==> src/rtl/truth_table_pkg.sv <==
// Shared constants, types and the table lookup helper for truth_table_eval.
// Contents:
//   SEL_W_DEF, DEFAULT_TABLE_DEF, RUN_LEN_DEF, CNT_W_DEF - default parameters
//   LUT_MAX_W, SEL_MAX_W - widest table/selector that lookup() supports
//   run_cnt_t - run counter type
//   lookup()  - returns table bit addressed by the selector
package truth_table_pkg;

   localparam int unsigned SEL_W_DEF         = 3;
   localparam logic [7:0]  DEFAULT_TABLE_DEF = 8'hA5;
   localparam int unsigned RUN_LEN_DEF       = 4;
   localparam int unsigned CNT_W_DEF         = 8;

   // lookup() is written for the widest supported table so it has one signature.
   localparam int unsigned SEL_MAX_W = 8;
   localparam int unsigned LUT_MAX_W = 256;

   typedef logic [7:0] run_cnt_t;

   function automatic logic lookup(input logic [LUT_MAX_W-1:0] tbl,
                                   input logic [SEL_MAX_W-1:0] sel);
      return tbl[sel];
   endfunction

endpackage

==> src/rtl/truth_table_sat_counter.sv <==
// Saturating up-counter with synchronous clear.
// Ports:
//   clk   - clock, rising edge
//   rst   - asynchronous active-high reset, clears count
//   clr   - synchronous clear; with inc the same edge yields 1
//   inc   - increment request, holds at MAX
//   count - registered counter value
module sat_counter #(
   parameter int unsigned W   = 8,
   parameter int unsigned MAX = 255
) (
   input  logic         clk,
   input  logic         rst,
   input  logic         clr,
   input  logic         inc,
   output logic [W-1:0] count
);

   logic [W-1:0] base_c;
   logic [W-1:0] next_c;

   // Clear applies to the prior value, so a coinciding increment counts from zero.
   always_comb begin
      base_c = clr ? W'(0) : count;
      next_c = base_c;
      if (inc && (base_c != W'(MAX))) begin
         next_c = base_c + W'(1);
      end
   end

   always_ff @(posedge clk or posedge rst) begin
      if (rst) begin
         count <= W'(0);
      end else begin
         count <= next_c;
      end
   end

endmodule

==> src/rtl/truth_table_eval.sv <==
// Registered, programmable N-input truth-table evaluator with valid/ready stream.
// Ports:
//   clk_i, rst_i        - clock (rising) and asynchronous active-high reset
//   cfg_we_i, cfg_table_i - table write; takes effect for the next accepted sample
//   cnt_clr_i           - synchronous clear of hit counter and run counter
//   valid_i, ready_o, data_i - input sample stream (ready_o is combinational)
//   valid_o, ready_i, result_o, run_o - one-deep registered result stream
//   hit_count_o         - saturating count of accepted hits
module truth_table_eval
   import truth_table_pkg::*;
#(
   parameter int unsigned              SEL_W         = SEL_W_DEF,
   parameter logic [(2**SEL_W)-1:0]    DEFAULT_TABLE = DEFAULT_TABLE_DEF,
   parameter int unsigned              RUN_LEN       = RUN_LEN_DEF,
   parameter int unsigned              CNT_W         = CNT_W_DEF
) (
   input  logic                    clk_i,
   input  logic                    rst_i,
   input  logic                    cfg_we_i,
   input  logic [(2**SEL_W)-1:0]   cfg_table_i,
   input  logic                    cnt_clr_i,
   input  logic                    valid_i,
   output logic                    ready_o,
   input  logic [SEL_W-1:0]        data_i,
   output logic                    valid_o,
   input  logic                    ready_i,
   output logic                    result_o,
   output logic                    run_o,
   output logic [CNT_W-1:0]        hit_count_o
);

   localparam int unsigned TBL_W   = 2**SEL_W;
   localparam int unsigned HIT_MAX = (2**CNT_W) - 1;

   logic [TBL_W-1:0] table_q;
   run_cnt_t         run_cnt;
   run_cnt_t         run_base_c;
   logic             accept_c;
   logic             hit_c;
   logic             run_set_c;

   assign ready_o  = !valid_o || ready_i;
   assign accept_c = valid_i && ready_o;
   // Sample reads the table as it stood before any same-cycle write.
   assign hit_c    = lookup(LUT_MAX_W'(table_q), SEL_MAX_W'(data_i));

   // Run counter after this sample equals RUN_LEN iff it is a hit and the
   // (possibly cleared) prior count had already reached RUN_LEN-1.
   always_comb begin
      run_base_c = cnt_clr_i ? run_cnt_t'(0) : run_cnt;
      run_set_c  = hit_c && (run_base_c >= run_cnt_t'(RUN_LEN - 1));
   end

   // Table register.
   always_ff @(posedge clk_i or posedge rst_i) begin
      if (rst_i) begin
         table_q <= DEFAULT_TABLE;
      end else if (cfg_we_i) begin
         table_q <= cfg_table_i;
      end
   end

   // One-deep output register; result/run only move on accept.
   always_ff @(posedge clk_i or posedge rst_i) begin
      if (rst_i) begin
         valid_o  <= 1'b0;
         result_o <= 1'b0;
         run_o    <= 1'b0;
      end else if (accept_c) begin
         valid_o  <= 1'b1;
         result_o <= hit_c;
         run_o    <= run_set_c;
      end else if (ready_i) begin
         valid_o  <= 1'b0;
      end
   end

   // A miss restarts the run, so it is folded into the run counter clear.
   sat_counter #(
      .W   ($bits(run_cnt_t)),
      .MAX (RUN_LEN)
   ) u_run_cnt (
      .clk   (clk_i),
      .rst   (rst_i),
      .clr   (cnt_clr_i || (accept_c && !hit_c)),
      .inc   (accept_c && hit_c),
      .count (run_cnt)
   );

   sat_counter #(
      .W   (CNT_W),
      .MAX (HIT_MAX)
   ) u_hit_cnt (
      .clk   (clk_i),
      .rst   (rst_i),
      .clr   (cnt_clr_i),
      .inc   (accept_c && hit_c),
      .count (hit_count_o)
   );

endmodule

==> config.mk <==
export PLATFORM = sky130hd
export DESIGN_NAME = truth_table_eval
export DESIGN_NICKNAME = d
export VERILOG_FILES = /design/src/rtl/truth_table_pkg.sv /design/src/rtl/truth_table_sat_counter.sv /design/src/rtl/truth_table_eval.sv
export SDC_FILE = /design/constraint.sdc
export NUM_CORES = 1
export LEC_CHECK = 0
export BUFFER_PORTS_ARGS = -buffer_cell sky130_fd_sc_hd__buf_2
export CORE_ASPECT_RATIO = 1.75
export CORE_MARGIN = 1
export CORE_UTILIZATION = 54
export DETAILED_ROUTE_END_ITERATION = 8
export GPL_TIMING_DRIVEN = 0
export PLACE_DENSITY = 0.78
export SLEW_MARGIN = 20
export SYNTH_ARGS = -nofsm -noshare
export SYNTH_HDL_FRONTEND = slang
export SYNTH_SLANG_ARGS = --single-unit
==> constraint.sdc <==
create_clock -name clk_i -period 2.5 [get_ports clk_i]
set_input_delay 0.625 -clock clk_i [delete_from_list [all_inputs] [get_ports clk_i]]
set_output_delay 0.625 -clock clk_i [all_outputs]
set_load 0.02 [all_outputs]
==> summary.md <==
| Metric | Value |
|---|---|
| Clock tree sinks | 27 |
| Flip-flop and latch count after synthesis | 27 |
| Post-layout minimum cycle time | between 2 and 2.5 ns |
| Wire length of the first global-routing pass | 5.44 mm |
| Worst Max-Slew Pin Slew | 0.572 ns |
| Number of cells in the finished layout apart from fillers | 206 |
| R2r startpoint | table_q[7] |
| Fraction of synthesis flops using an asynchronous set or reset pin | 100% |
| Final setup violation count | 0 |
| Pleak | 0.788 nW |
| Ranking of synthesized cells by instance count | 23 x dfrtp_1, 17 x nand2_1, 9 x a21oi_1, 9 x mux2_2, 8 x nor2b_1 |
| Via total after detailed routing | around 1300 |
| Core region area | 0.00266 mm² |
| Syn Std Cell Area | 0.00150 mm² |
| Max_cap viols | 0 |
| Most used standard cell by instance count after synthesis | dfrtp_1 |
| Remaining max-slew budget at the tightest pin | roughly three fifths |
| Final antenna-violating net count | 0 |
| FMAX | 429 MHz |
| Growth of design area from synthesis to finish | 14.8% |
| Commonest register cell after synthesis | dfrtp_1 |
| Pre-antenna DRT Iters | 4 |
| Weighted congestion reported at the end of routability-driven placement | 0.891 |
| Minimum setup slack among reg-to-reg paths | 0.17 ns |
| Pin count of the biggest net entering global routing | 28 |
| Power per cell area | slightly above 500 mW/mm² |
| Total setup buffers inserted after CTS | 0 |
| Period utilization | 93.2% |
| Total Routed Length | ~3.3 mm |
| Area share of the leading cell type in the synthesized netlist | 38.4% |
| Req. time, crit path | 2.64 ns |
| Gate family responsible for the most delay along the worst path | simple AND/OR/NAND/NOR gates |
| Standard cell with the maximum stage delay on the critical path | a22oi_1 |
| Critical path launch point type | input pin |
| Remaining global-route overflow | 0 |
| Final-report hold violation count | 0 |
| Run status | completed |
| Dominant cells by area after synthesis | dfrtp_1 38%, dfstp_2 7.0%, mux2_2 6.8% |
| Kind of end point of the critical path | register |
| Initial core utilization | 56.4% |
| Number of CTS-inserted buffers | 3 |
| Cell type with the highest aggregate area in the netlist | dfrtp_1 |
| Estimated wirelength of the detail-placed design | between 2 and 2.5 mm |
| Final non-filler cell area | 0.00172 mm² |
| Clock-pin slew on the worst setup and hold paths | 0.09 ns |
| Count of pins on the block boundary | 29 |
| DRC violation count after routing | 0 |
| Ordered list of cells on the worst path | buf_2, and2_1, a22oi_1, nand2_2, a21oi_2, and2_1, ha_1, nand3_1, and3_1, o21ai_0, a21oi_1 |
| # H-tree levels | 1 |
| Count of port buffers added during placement | 26 |
| Net count after synthesis | ~170 |
| Count of unique library cells instantiated by Yosys | 42 |
| Critical setup path kind | input pin to register |
| Post-DR vias/cell | 6.11 |
| Dpl cells | 202 |
| Final core utilization | between 60% and 70% |
| WP data arrival | approximately 2.5 ns |
| Hold Path Class | input pin to asynchronous set/reset pin |
| Reg2reg end | u_run_cnt.count[6] |
| CTS Root Buffer Type | clkbuf_8 |
| Maximum VDD drop | about 0.5 mV |
| Source-to-sink clock delay at the later pin of the worst-skew pair | 0.28 ns |
| Maximum clock path buffer count | 2 |
| Count of flip-flops with a built-in enable after synthesis | 0 |
| Number of inserted diodes | 0 |
| Part of the Yosys area used for sequential elements | a little under half |
| Number of core rows | 25 |
| WP buf/inv | 1 |
| Chip width | 41.8 µm |
| Yosys Warn Count | 0 |
| Cell repeated most along the worst path | and2_1 |
| Reg2reg path depth | 10 |
| Vertical extent of the die | 71.7 µm |
| Total design power | 0.894 mW |
| Number of pins with negative max-slew slack in the final report | 0 |
| NumNets Final | 200 |
| Share of post-route cells with drive strength above 1 | 30.7% |
| Antenna violations before repair | 0 |
| Final worst hold slack | between 0.3 and 0.4 ns |
| Cells after synthesis | 149 |
| DRC marker count from the first detailed-route iteration | 38 |
| Die outline area | approximately 0.003 mm² |
| Critical Path Max Stage Delay | 0.27 ns |
| Mean instance size in the synthesized netlist | 10.1 µm² |
| Tot GR Track Use | 23.4% |
| Clock tree from TritonCTS | yes |
| Layout Skew | around 0.0039 ns |
| Maximum fanout count along the critical path | 7 |
| Via count of the first global-routing pass | 1293 |
| Detailed-route wire length per cell | 16.0 µm |
| Instance area after placement | 0.00166 mm² |
-- per-stage QoR --
step	setup TNS [ns]	setup slack, ns
final	0	0.169
after global routing	-0.0264	-0.0264
after CTS	0	0.0768
after detailed placement	-0.868	-0.229
after global placement	-0.402	-0.148
after floorplan	0	0.104
-- state kept, by name, summed over array words and instances (netlist names) --
register and cells:
result_o 1, run_o 1, table_q 8, u_hit_cnt.count 8, u_run_cnt.count 8, valid_o 1
-- worst max-delay path by stage --
stage,slack [ns],depth (start not counted),startpoint,end
2_1_floorplan,0.10,11,data_i[0],u_run_cnt.count[6]
3_5_place_dp,-0.23,11,data_i[0],u_run_cnt.count[6]
5_1_grt,-0.03,10,table_q[7],u_run_cnt.count[6]
6_report,0.17,11,data_i[2],u_run_cnt.count[6]
4_1_cts,0.08,11,data_i[0],u_run_cnt.count[6]
3_3_place_gp,-0.15,11,data_i[0],u_run_cnt.count[6]
-- layout by cell type, fill, tap and decap left out, types with 3 or more instances in the layout --
cell	synthesis	routed
nor2_1	4	4
mux2i_1	5	5
dfstp_2	4	4
buf_2	1	27
nand3_1	6	6
clkbuf_1	3	3
clkbuf_8	0	3
and2_1	5	5
dfrtp_1	23	23
nor2b_1	8	8
or3_1	5	5
a21oi_1	9	8
o21ai_0	5	5
mux2_2	9	9
ha_1	3	3
a22oi_2	2	3
and3_1	3	3
nand2_1	17	16
nand4_1	4	4
-- what timing repair did --
action / in CTS / in global routing
endpoints found under the setup margin: 0 / 5
hold buffers: 0 / 0
gates resized for setup: 0 / 3
-- final cells by class --
cell class / instances / area [µm²]
flip-flops and latches: 27 / 681
plain buffers: 5 / 23.8
well taps: 27 / 33.8
fillers: 217 / 937
clock buffers: 3 / 41.3
inverters: 3 / 11.3
multi-input cells: 114 / 796
clock inverters: 1 / 5.00
repair buffers: 26 / 130
-- power breakdown --
group	switching [mW]	internal [mW]
sequential	0.0149	0.466
combinational	0.0945	0.0635
clock	0.143	0.112
-- per-layer routing --
layer | track usage [%] | vias to the layer above | routed length, µm
li1 | - | 602 | -
met1 | 23.0 | 608 | 1250
met2 | 46.0 | 41 | 1850
met3 | 2.02 | 7 | 103
met4 | 12.5 | 0 | 87
met5 | 0 | - | 0
-- logic make-up after synthesis --
kind of cell	synth area share, %
and+or+nand+nor	24.3
AOI/OAI and AO/OA	13.7
DFF	45.4
muxes	10.1
buffers and inverters	2.34
xor gates and xnor gates	1.75
adders and majority gates	2.50
No activity file was read; power rests on OpenSTA's default activity.
